`config.mk`:
```
export PLATFORM = sky130hd
export DESIGN_NAME = xfer_ctrl
export DESIGN_NICKNAME = d
export VERILOG_FILES = /design/src/rtl/xfer_pkg.sv /design/src/rtl/xfer_ctrl.sv
export SDC_FILE = /design/constraint.sdc
export NUM_CORES = 1
export LEC_CHECK = 0
export ABC_CLOCK_PERIOD_IN_PS = 5070
export CAP_MARGIN = 20
export CORE_UTILIZATION = 50
export CTS_BUF_LIST = sky130_fd_sc_hd__clkbuf_16
export DETAILED_ROUTE_END_ITERATION = 6
export GPL_ROUTABILITY_DRIVEN = 0
export PLACE_DENSITY = 0.91
export RECOVER_POWER = 25
export SYNTH_ARGS = -nofsm -noshare
export SYNTH_HDL_FRONTEND = slang
export SYNTH_SLANG_ARGS = --single-unit
```
`constraint.sdc`:
```
create_clock -name clk -period 5.07 [get_ports clk]
set_clock_uncertainty 0.15 [all_clocks]
set_input_delay 1.014 -clock clk [delete_from_list [all_inputs] [get_ports clk]]
set_output_delay 1.014 -clock clk [all_outputs]
set_load 0.005 [all_outputs]
```
`src/rtl/xfer_pkg.sv`:
```
// xfer_pkg: opcode/state types and static bus-control decode for the A/B transfer sequencer.
package xfer_pkg;

   localparam int SETTLE_W = 4;

   typedef enum logic [2:0] {
      OP_NOP     = 3'd0,
      OP_LOAD_A  = 3'd1,
      OP_LOAD_B  = 3'd2,
      OP_MOV_AB  = 3'd3,
      OP_MOV_BA  = 3'd4,
      OP_STORE_A = 3'd5,
      OP_STORE_B = 3'd6,
      OP_ILL     = 3'd7
   } op_t;

   typedef enum logic [2:0] {
      S_IDLE,
      S_SETUP,
      S_WAIT,
      S_EXEC,
      S_DONE
   } state_t;

   // Controls held steady from SETUP through EXEC; the output enables are active-low.
   typedef struct packed {
      logic sel_a;
      logic sel_b;
      logic oea_n;
      logic oeb_n;
   } bus_ctrl_t;

   localparam bus_ctrl_t BUS_IDLE = '{sel_a: 1'b0, sel_b: 1'b0, oea_n: 1'b1, oeb_n: 1'b1};

   // Only one driver is ever enabled per op, so the shared bus cannot see contention.
   function automatic bus_ctrl_t bus_ctrl(input op_t op);
      bus_ctrl_t c;
      c = BUS_IDLE;
      case (op)
         OP_LOAD_A:             c.sel_a = 1'b1;
         OP_LOAD_B:             c.sel_b = 1'b1;
         OP_MOV_AB, OP_STORE_A: c.oea_n = 1'b0;
         OP_MOV_BA, OP_STORE_B: c.oeb_n = 1'b0;
         default:               c = BUS_IDLE;
      endcase
      return c;
   endfunction

endpackage

```
`src/rtl/xfer_ctrl.sv`:
```
// xfer_ctrl: single-command SETUP->EXEC->DONE sequencer driving the A/B datapath strobes.
// Build option: define XFER_STORE_EN to execute STORE_A/STORE_B; otherwise they finish with err.
module xfer_ctrl
   import xfer_pkg::*;
#(
   parameter int ADDR_W     = 5,
   parameter int SETTLE_CYC = 0
) (
   input  logic              clk,
   input  logic              rst,
   input  logic              cmd_valid,
   output logic              cmd_ready,
   input  logic [2:0]        cmd_op,
   input  logic [ADDR_W-1:0] cmd_addr,
   output logic              done,
   output logic              err,
   output logic              SEL_A,
   output logic              SEL_B,
   output logic              LD_A,
   output logic              LD_B,
   output logic              OEA,
   output logic              OEB,
   output logic [ADDR_W-1:0] DataA,
   output logic [ADDR_W-1:0] DataB,
   output logic              FR_W,
   output logic [ADDR_W-1:0] FR_WADDR
);

   localparam logic [SETTLE_W-1:0] SETTLE_LAST =
      (SETTLE_CYC > 0) ? SETTLE_W'(SETTLE_CYC - 1) : '0;

   state_t                state_q;
   op_t                   op_q;
   logic [SETTLE_W-1:0]   cnt_q;
   bus_ctrl_t             bus_q;
   logic [ADDR_W-1:0]     data_a_q;
   logic [ADDR_W-1:0]     data_b_q;
   logic                  ld_a_q;
   logic                  ld_b_q;
   logic                  done_q;
   logic                  err_q;
   logic                  rdy_q;
`ifdef XFER_STORE_EN
   logic                  fr_w_q;
   logic [ADDR_W-1:0]     fr_waddr_q;
   logic                  exec_fr_w;
`endif

   op_t  cmd_op_e;
   logic cmd_runs;
   logic cmd_is_nop;
   logic exec_ld_a;
   logic exec_ld_b;

   always_comb begin
      cmd_op_e   = op_t'(cmd_op);
      cmd_is_nop = (cmd_op_e == OP_NOP);
      case (cmd_op_e)
         OP_LOAD_A, OP_LOAD_B, OP_MOV_AB, OP_MOV_BA: cmd_runs = 1'b1;
`ifdef XFER_STORE_EN
         OP_STORE_A, OP_STORE_B:                     cmd_runs = 1'b1;
`endif
         default:                                    cmd_runs = 1'b0;
      endcase
      exec_ld_a = (op_q == OP_LOAD_A) || (op_q == OP_MOV_BA);
      exec_ld_b = (op_q == OP_LOAD_B) || (op_q == OP_MOV_AB);
`ifdef XFER_STORE_EN
      exec_fr_w = (op_q == OP_STORE_A) || (op_q == OP_STORE_B);
`endif
   end

   // NOTE: all state and registered outputs use non-blocking assignments; the async
   // reset branch forces every output to its idle value without waiting for a clock.
   always_ff @(posedge clk or negedge rst) begin
      if (!rst) begin
         state_q    <= S_IDLE;
         op_q       <= OP_NOP;
         cnt_q      <= '0;
         bus_q      <= BUS_IDLE;
         data_a_q   <= '0;
         data_b_q   <= '0;
         ld_a_q     <= 1'b0;
         ld_b_q     <= 1'b0;
         done_q     <= 1'b0;
         err_q      <= 1'b0;
         rdy_q      <= 1'b1;
`ifdef XFER_STORE_EN
         fr_w_q     <= 1'b0;
         fr_waddr_q <= '0;
`endif
      end else begin
         // Strobes and the done/err pulses default low so each lasts exactly one cycle.
         ld_a_q <= 1'b0;
         ld_b_q <= 1'b0;
         done_q <= 1'b0;
         err_q  <= 1'b0;
`ifdef XFER_STORE_EN
         fr_w_q <= 1'b0;
`endif
         case (state_q)
            S_IDLE: begin
               if (cmd_valid) begin
                  op_q  <= cmd_op_e;
                  rdy_q <= 1'b0;
                  if (cmd_runs) begin
                     state_q <= S_SETUP;
                     bus_q   <= bus_ctrl(cmd_op_e);
                     if (cmd_op_e == OP_LOAD_A) data_a_q <= cmd_addr;
                     if (cmd_op_e == OP_LOAD_B) data_b_q <= cmd_addr;
`ifdef XFER_STORE_EN
                     if ((cmd_op_e == OP_STORE_A) || (cmd_op_e == OP_STORE_B))
                        fr_waddr_q <= cmd_addr;
`endif
                  end else begin
                     state_q <= S_DONE;
                     done_q  <= 1'b1;
                     err_q   <= !cmd_is_nop;
                  end
               end
            end
            S_SETUP: begin
               if (SETTLE_CYC == 0) begin
                  state_q <= S_EXEC;
                  ld_a_q  <= exec_ld_a;
                  ld_b_q  <= exec_ld_b;
`ifdef XFER_STORE_EN
                  fr_w_q  <= exec_fr_w;
`endif
               end else begin
                  state_q <= S_WAIT;
                  cnt_q   <= SETTLE_LAST;
               end
            end
            S_WAIT: begin
               if (cnt_q == '0) begin
                  state_q <= S_EXEC;
                  ld_a_q  <= exec_ld_a;
                  ld_b_q  <= exec_ld_b;
`ifdef XFER_STORE_EN
                  fr_w_q  <= exec_fr_w;
`endif
               end else begin
                  cnt_q <= cnt_q - 1'b1;
               end
            end
            S_EXEC: begin
               state_q  <= S_DONE;
               bus_q    <= BUS_IDLE;
               data_a_q <= '0;
               data_b_q <= '0;
               done_q   <= 1'b1;
`ifdef XFER_STORE_EN
               fr_waddr_q <= '0;
`endif
            end
            S_DONE: begin
               state_q <= S_IDLE;
               rdy_q   <= 1'b1;
            end
            default: begin
               state_q <= S_IDLE;
               bus_q   <= BUS_IDLE;
               rdy_q   <= 1'b1;
            end
         endcase
      end
   end

   assign cmd_ready = rdy_q;
   assign done      = done_q;
   assign err       = err_q;
   assign SEL_A     = bus_q.sel_a;
   assign SEL_B     = bus_q.sel_b;
   assign OEA       = bus_q.oea_n;
   assign OEB       = bus_q.oeb_n;
   assign LD_A      = ld_a_q;
   assign LD_B      = ld_b_q;
   assign DataA     = data_a_q;
   assign DataB     = data_b_q;
`ifdef XFER_STORE_EN
   assign FR_W      = fr_w_q;
   assign FR_WADDR  = fr_waddr_q;
`else
   assign FR_W      = 1'b0;
   assign FR_WADDR  = '0;
`endif

endmodule

```
== After elaboration in Yosys (flattened, before gate mapping) ==
Index checks and enable logic that the tools add are counted.
Operators by class
  add/subtract/negate cells: 1
  eq/ne operators: 19
  mux-type cells: 32
  bitwise operators: 3
  reductions and logical operators: 19
Operators with widths (count)
  $mux 5: 6
  $pmux 5 s2: 2
  $eq 3x2->1 const B: 6
  $eq 3x3->1 const B: 5
  $mux 1: 13
  $pmux 3 s4: 1
  $ne 2x2->1 const B: 5
  $eq 3x1->1 const B: 3
  $mux 3: 3
  $mux 4: 2
  $pmux 1 s2: 4
  $pmux 4 s2: 1
  $reduce_and 2->1: 4
  $reduce_and 4->1: 2
  $logic_not 3->1: 2
  $reduce_or 3->1: 2
  $logic_not 4->1: 1
  $reduce_or 2->1: 2
  $reduce_or 4->1: 1
  $sub 4x1->4 const B: 1
  $not 1->1: 3
  $reduce_and 3->1: 1
  $logic_or 1x1->1: 2
  $reduce_bool 2->1: 1
  $logic_not 1->1: 1
Storage, ports and cells
  flip-flop bits (word level): 29
  bits of input ports: 11
  output and inout bits: 25
  word-level logic and storage cells: 88

== Depth between registers and ports, before layout ==
Gate-level depths: netlist of the first run.
  depth after elaboration: 6
  depth in mapped cells: 6
  gate-level depth less buffers: 5

== Least setup slack after synthesis of the first run ==
Ideal clock, no wire load.
  path kind: input to register
  start point: input port cmd_valid
  end point: register data_b_q[0] (netlist: DataB[0])
  setup time: 0.079 ns
  arrival time: 2.115 ns
  data required time: 4.841 ns
  slack: 2.726 ns
  stages on the path: 4
  buffers on the path: 1
  path through: or4b_4 -> buf_6 -> nor4_4 -> mux2i_1
On the way
  cells in the longest elaborated chain, start to end: 2
Ends and longest elaborated chain
  start, declared: line xfer_ctrl.sv:11  | input logic cmd_valid,
  $ne 2x2->1 (no source line)
  $reduce_and 4->1 (no source line)
  end signal, assigned: line xfer_ctrl.sv:109  | if (cmd_op_e == OP_LOAD_B) data_b_q <= cmd_addr;
  end, declared: line xfer_ctrl.sv:37  | logic [ADDR_W-1:0] data_b_q;
Every way passes these cells.
A chain may end at the register's enable or synchronous reset.

== Worst setup path in the final report of the first run ==
  start point: input port cmd_valid
  end point: register data_a_q[2] (netlist: DataA[2])
On the way
  cells in the longest elaborated chain, start to end: 2
Ends and longest elaborated chain
  $ne 2x2->1 (no source line)
  $reduce_and 4->1 (no source line)
  end signal, assigned: line xfer_ctrl.sv:108  | if (cmd_op_e == OP_LOAD_A) data_a_q <= cmd_addr;
  end, declared: line xfer_ctrl.sv:36  | logic [ADDR_W-1:0] data_a_q;
Every way passes these cells.

==> impl_metrics.yaml, run 1 <==
status:
  outcome: "completed"
hold_path:
  hold_start: "op_q[1]"
  hp-class: "reg2reg"
  hold_path_depth: 1
  hold_end: "LD_A"
routing:
  dr_total_vias: 1049
  postRouteAntennaNets: 0
  maxUsedRoutingLayer: "met4"
  dr.pass1.iters: 4
  route.met2.wl_um: 1500
  met3WireLength_um: 126
  drt_wl_total_um: 2922
  post_drt_via_cell_ratio: 5.407
  wl_per_cell_um: 15.06
  wirelength_met1_um: 1263
  drt_iter0_markers: 19
  drc: 0
critical_path:
  critPathArrivalTime_ns: 2.75
  endpoint_kind: "flop"
  crit_type: "in2reg"
  crit_fanout: 14
  worstPathCellList: "clkdlybuf4s50_1 > or4b_4 > nor4_4 > mux2i_1"
  timing.rr.end: "DataA[2]"
  rrSetupSlack_ns: 2.98
  reg2reg_depth: 3
  required_ns: 5.11
  worst_path_max_delay_cell: "or4b_4"
  worst_setup_path_start_kind: "input port"
  worst_path_largest_cell_delay_ns: 0.59
  worstReg2RegStart: "state_q[2]"
synth:
  ys_ff_latch: 29
  synth_fa_ha_area_share_pct: 1.578
  ys_async_sr_fraction_pct: 100.0
  synth_top_family_by_area: "simple AND/OR/NAND/NOR gates"
  synth_top_cell_by_area: "dfrtp_1"
  yosys.cell_types.count: 40
  syn_inst: 134
  netlist_top_cells_area: "dfrtp_1 46%, mux2i_1 7.7%, dfstp_2 5.5%"
  synthSimpleGateAreaFrac_pct: 17.88
  synth_enable_flop_cells: 0
  synth_compound_area_share_pct: 9.378
  synth_ff_type: "dfrtp_1"
  yosysTopAreaCellShare_pct: 45.57
  syn_area_per_cell_um2: 10.65
  synth-warning-count: 0
  synth-xor-area-share_pct: 1.840
  synthMuxAreaShare_pct: 8.501
  ys_seq_area_share_pct: 51.10
  synth_area_um2: 1428
power_and_ir_drop:
  peakVddDrop_uv: 351.3
  seqPwrFrac_pct: 39.5
  switching_share_pct: 31.50
  internal_power_uw: 695.6
  leakage_uw: 0.0007887
  p_per_area_nw_per_um2: 555.9
  p_clk_share_pct: 26.9
  power_uw: 1015
  p_comb_share_pct: 33.6
  p_sw_uw: 319.8
floorplanning:
  start_util_pct: 52.22
  boundaryPins: 36
  die_h_um: 55.44
  core_area_um2: 2734
  die_w_um: 55.44
  rows: 19
  die-area_um2: 3073
clocking:
  ctsResizeCount: 0
  clockRootBuffer: "clkbuf_16"
  post-cts-setup-buffer-count: 0
  tritoncts: "yes"
  clock_sinks: 29
  numCtsBuffers: 5
  path_clk_slew_ns: 0.05
  clkLatencyLatePin_ns: 0.27
  htreeDepth: 2
  cts_max_path_buffers: 2
  cts_hold_buf: 0
layout:
  instances_no_fill: 194
  area_growth_pct: 27.96
  diodes: 0
  final_area_um2: 1827
  drive_above_1_share_pct: 9.816
  nets: 174
run:
  drv_cap: 0
global_routing:
  grt_max_degree: 30
  grt_pass1_vias: 1065
  grt_pass1_wl_um: 5016
  grtUsageTotal_pct: 21.00
  antenna_found_initial: 0
  grt_overflow: 0
timing:
  rsz0062_at_grt: "false"
  fin_crit_sh_pct: 53.51
  period_needed_ns: 2.713
  fmax_mhz: 368.6
  final_max_slew_viol_count: 0
  hold_violations: 0
  maxSlewHeadroom_pct: 0.6134
  setup_viol: 0
  tightestPinTransition_ns: 1.491
  finalSetupTns_ns: 0
placed_design:
  dp.cells: 186
  port_buffers: 29
  dpl-instance-area_um2: 1693
  place_hpwl_um: 2073
-- cell families (layout without fill, tap and decap cells) --
logic type / count (synthesis) / count (layout)
adders and majority gates: 2 / 2
DFF: 29 / 29
xor gates and xnor gates: 3 / 3
buffers and inverters: 26 / 50
and+or+nand+nor: 42 / 42
other: 1 / 6
AOI/OAI and AO/OA: 19 / 19
muxes: 12 / 12
-- layer usage --
| metal | vias to the layer above | global-route usage (%) |
|---|---|---|
| met5 | - | 0 |
| met4 | 0 | 7.500 |
| met3 | 3 | 4.684 |
| met2 | 33 | 34.77 |
| met1 | 506 | 27.16 |
| li1 | 507 | - |
-- state kept, by name, indices dropped and copies added (netlist names) --
name	flops
DataA	5
DataB	5
cnt_q	4
op_q	3
state_q	3
LD_A	1
LD_B	1
OEA	1
OEB	1
SEL_A	1
SEL_B	1
cmd_ready	1
done	1
err	1
-- Yosys cell counts (all sizes together), types with 2 or more instances --
cell    instances
dfrtp          26
o21ai           5
nor2            5
a211oi          3
mux2i          11
xnor2           3
nor2b           3
clkbuf          5
nor3            3
inv            12
buf             9
a21oi           2
nor4            4
dfstp           3
o32a            2
and3            2
a311oi          2
nand2          15
nor4b           2
-- through the flow --
step / utilization, % / setup slack (ns) / hold WS [ns]
6_report: 66.82 / 2.357 / 0.3378
5_1_grt: 66.82 / 2.045 / 0.3506
4_1_cts: 66.96 / 2.345 / 0.3351
3_5_place_dp: 61.92 / 2.074 / 0.3288
3_3_place_gp: 61.92 / 2.138 / 0.2900
2_1_floorplan: - / 2.726 / 0.2713
-- area by class of cell --
class | count | area, µm²
fill | 218 | 907.1
sequential | 29 | 729.5
multi-input combinational | 84 | 581.8
timing repair buffer | 30 | 294.0
clock buffer | 5 | 125.1
inverter | 12 | 45.04
tap | 31 | 38.79
clock inverter | 3 | 12.51
-- cells in the final DEF, fill, tap and decap left out, types with 2 or more instances in the layout --
cell type / Yosys / layout
conb_1: 1 / 6
and3_1: 2 / 2
nor4_1: 2 / 2
clkdlybuf4s50_1: 0 / 28
a211oi_1: 3 / 3
dfstp_2: 3 / 3
mux2i_1: 11 / 11
xnor2_1: 3 / 3
o21ai_0: 3 / 3
nor2_1: 5 / 5
nand2_1: 15 / 15
inv_1: 12 / 12
dfrtp_1: 26 / 26
nor4_4: 2 / 2
a21oi_1: 2 / 2
nor2b_1: 3 / 3
nor3_1: 3 / 3
clkbuf_16: 0 / 5
o21ai_1: 2 / 2
o32a_1: 2 / 2
clkinv_1: 0 / 2
a311oi_1: 2 / 2
nor4b_1: 2 / 2
-- worst max-delay path, delay by kind of cell --
kind                   cells  cell delay (ns)
AND/OR/NAND/NOR            2             1.00
buffers and inverters      1             0.49
multiplexers               1             0.25
-- power groups by stage --
stage	Sequential (µW)	Combinational [µW]	Clock, µW
3_3_place_gp	397	327	0
6_report	401	342	273
4_1_cts	400	346	275
5_1_grt	413	375	285
3_5_place_dp	400	342	0
2_1_floorplan	375	204	0
-- how the worst max path moves through the flow --
stage	start	end	depth (start not counted)
after floorplan	cmd_valid	DataB[0]	4
after global placement	cmd_valid	DataB[2]	4
after detailed placement	cmd_valid	DataA[2]	4
after CTS	cmd_valid	DataB[4]	4
after global routing	rst	DataB[4]	2
final	cmd_valid	DataA[2]	4
(Power assumes the default switching activity.)
==> run 2, diff against run 1 <==
--- a/config.mk
+++ b/config.mk
@@ -5,13 +5,13 @@
 export SDC_FILE = /design/constraint.sdc
 export NUM_CORES = 1
 export LEC_CHECK = 0
-export ABC_CLOCK_PERIOD_IN_PS = 5070
+export ABC_CLOCK_PERIOD_IN_PS = 2490
 export CAP_MARGIN = 20
-export CORE_UTILIZATION = 50
+export CORE_UTILIZATION = 43
 export CTS_BUF_LIST = sky130_fd_sc_hd__clkbuf_16
 export DETAILED_ROUTE_END_ITERATION = 6
 export GPL_ROUTABILITY_DRIVEN = 0
-export PLACE_DENSITY = 0.91
+export PLACE_DENSITY = 0.84
 export RECOVER_POWER = 25
 export SYNTH_ARGS = -nofsm -noshare
 export SYNTH_HDL_FRONTEND = slang
==> constraint.sdc (replaced) <==
create_clock -name clk -period 2.49 [get_ports clk]
set_clock_uncertainty 0.15 [all_clocks]
set_input_delay 0.498 -clock clk [delete_from_list [all_inputs] [get_ports clk]]
set_output_delay 0.498 -clock clk [all_outputs]
set_load 0.005 [all_outputs]
==> run 2 against run 1 <==
Effect of this change:
- critical path depth increased by 1
- cell count increased by 8.2%
- wire length decreased by 6.5%
- via count increased by 1.4%
- combinational power increased by 100%
- register-to-register slack got worse by 2.5 ns
- worst setup slack got worse by 2.0 ns
- sequential power increased by 100%
- sequential share of layout area decreased by 0.83 points
- clock power increased by 98%
- utilization decreased by 6.7 points
- largest cell class unchanged
==> impl_metrics.yaml, run 2 (synthesis gave the netlist of run 1 again) <==
timing:
  fin_crit_sh_pct: 85.04
  final_max_slew_viol_count: 0
  tightestPinTransition_ns: 0.7089
  setup_viol: 0
  fmax_mhz: 472.3
  period_needed_ns: 2.117
  finalSetupTns_ns: 0
  maxSlewHeadroom_pct: 52.74
  hold_violations: 0
  rsz0062_at_grt: "false"
placed_design:
  port_buffers: 29
  place_hpwl_um: 1890
  dp.cells: 202
layout:
  drive_above_1_share_pct: 11.45
  nets: 177
  area_growth_pct: 30.67
  instances_no_fill: 210
  final_cell_mix: "28 x clkdlybuf4s50_1, 26 x dfrtp_1, 15 x nand2_1, 15 x inv_1, 11 x mux2i_1"
  fill_cells: 286
  diodes: 0
  layout_commonest_cell: "clkdlybuf4s50_1"
critical_path:
  worst_setup_path_start_kind: "input port"
  endpoint_kind: "flop"
  critPathArrivalTime_ns: 2.15
  worstReg2RegStart: "state_q[2]"
  worstSetupStartpoint: "cmd_valid"
  crit_fanout: 14
  crit_type: "in2reg"
  endpoint: "DataA[0]"
  timing.rr.end: "DataA[0]"
  reg2reg_depth: 4
  required_ns: 2.52
  rrSetupSlack_ns: 0.47
floorplanning:
  die_h_um: 59.62
  boundaryPins: 36
  rows: 20
  die-area_um2: 3555
  start_util_pct: 46.01
  core_area_um2: 3103
  die_w_um: 59.62
routing:
  route.met2.wl_um: 1326
  drc: 0
  postRouteAntennaNets: 0
  wirelength_met1_um: 1138
  drt_wl_total_um: 2731
  maxUsedRoutingLayer: "met4"
  met3WireLength_um: 219
  post_drt_via_cell_ratio: 5.067
  drt_iter0_markers: 37
  dr_total_vias: 1064
  dr.pass1.iters: 4
  wl_per_cell_um: 13.00
clocking:
  path_clk_slew_ns: 0.05
  tritoncts: "yes"
  cts_max_path_buffers: 2
  cts_hold_buf: 0
  numCtsBuffers: 5
  htreeDepth: 2
  clock_sinks: 29
  clockRootBuffer: "clkbuf_16"
  clkLatencyLatePin_ns: 0.27
  ctsResizeCount: 0
  post-cts-setup-buffer-count: 0
power_and_ir_drop:
  p_per_area_nw_per_um2: 1100
  leakage_uw: 0.0008167
  peakVddDrop_uv: 492.3
global_routing:
  grt_max_degree: 30
  grt_overflow: 0
  grt_pass1_vias: 1070
  grtUsageTotal_pct: 18.18
  grt_pass1_wl_um: 4595
  antenna_found_initial: 0
hold_path:
  hp-class: "reg2reg"
run:
  drv_cap: 0
status:
  outcome: "completed"
-- run 2: cell count changes in the layout (fill, tap and decap cells not counted), sizes merged --
cell | before | now
buf | 0 | 3
inv | 12 | 15
clkinv | 3 | 0
-- run 2: layout make-up --
class / instances / area, µm² / area share [%]
tap: 44 / 55.05 / 2.951
multi-input combinational: 84 / 581.8 / 31.19
clock buffer: 5 / 125.1 / 6.707
timing repair buffer: 33 / 317.8 / 17.04
sequential: 29 / 729.5 / 39.10
clock inverter: 3 / 11.26 / 0.6036
inverter: 12 / 45.04 / 2.414
-- run 2: metal layers --
metal | track usage [%] | up-vias
met4 | 12.29 | 0
met1 | 20.68 | 495
met2 | 29.21 | 54
li1 | - | 507
met3 | 5.677 | 8
met5 | 0 | -
-- run 2: critical path, stage by stage --
cell and delay, ns:
clkdlybuf4s50_1 0.49, or4b_4 0.59, nor4_4 0.17, buf_4 0.20
mux2i_1 0.20
-- run 2: report_power, final --
part	total, µW	switching [µW]	leakage, µW	internal (µW)
clock	540	183	0.0000776	356
sequential	813	154	0.000378	660
combinational	699	293	0.000361	406
total	2050	630	0.000817	1420
-- run 2: worst min path at each step --
stage,slack [ns],endpoint,cells past startpoint,from
6_report,0.30,LD_A,1,op_q[1]
5_1_grt,0.32,LD_A,1,op_q[1]
4_1_cts,0.30,LD_A,1,op_q[1]
3_5_place_dp,0.29,LD_A,1,op_q[1]
3_3_place_gp,0.29,LD_A,1,op_q[1]
2_1_floorplan,0.05,DataA[0],0,rst
-- run 2: metrics by stage --
step	util [%]	hold WS, ns	power [µW]	setup WS (ns)	cell area, µm²
after floorplan	-	0.05241	1179	0.6476	1446
after global placement	55.81	0.2884	1491	0.1677	1732
after detailed placement	55.81	0.2948	1515	0.1095	1732
after CTS	60.20	0.3039	2074	0.3744	1868
after global routing	60.12	0.3238	2188	0.3048	1866
final	60.12	0.3030	2052	0.3725	1866
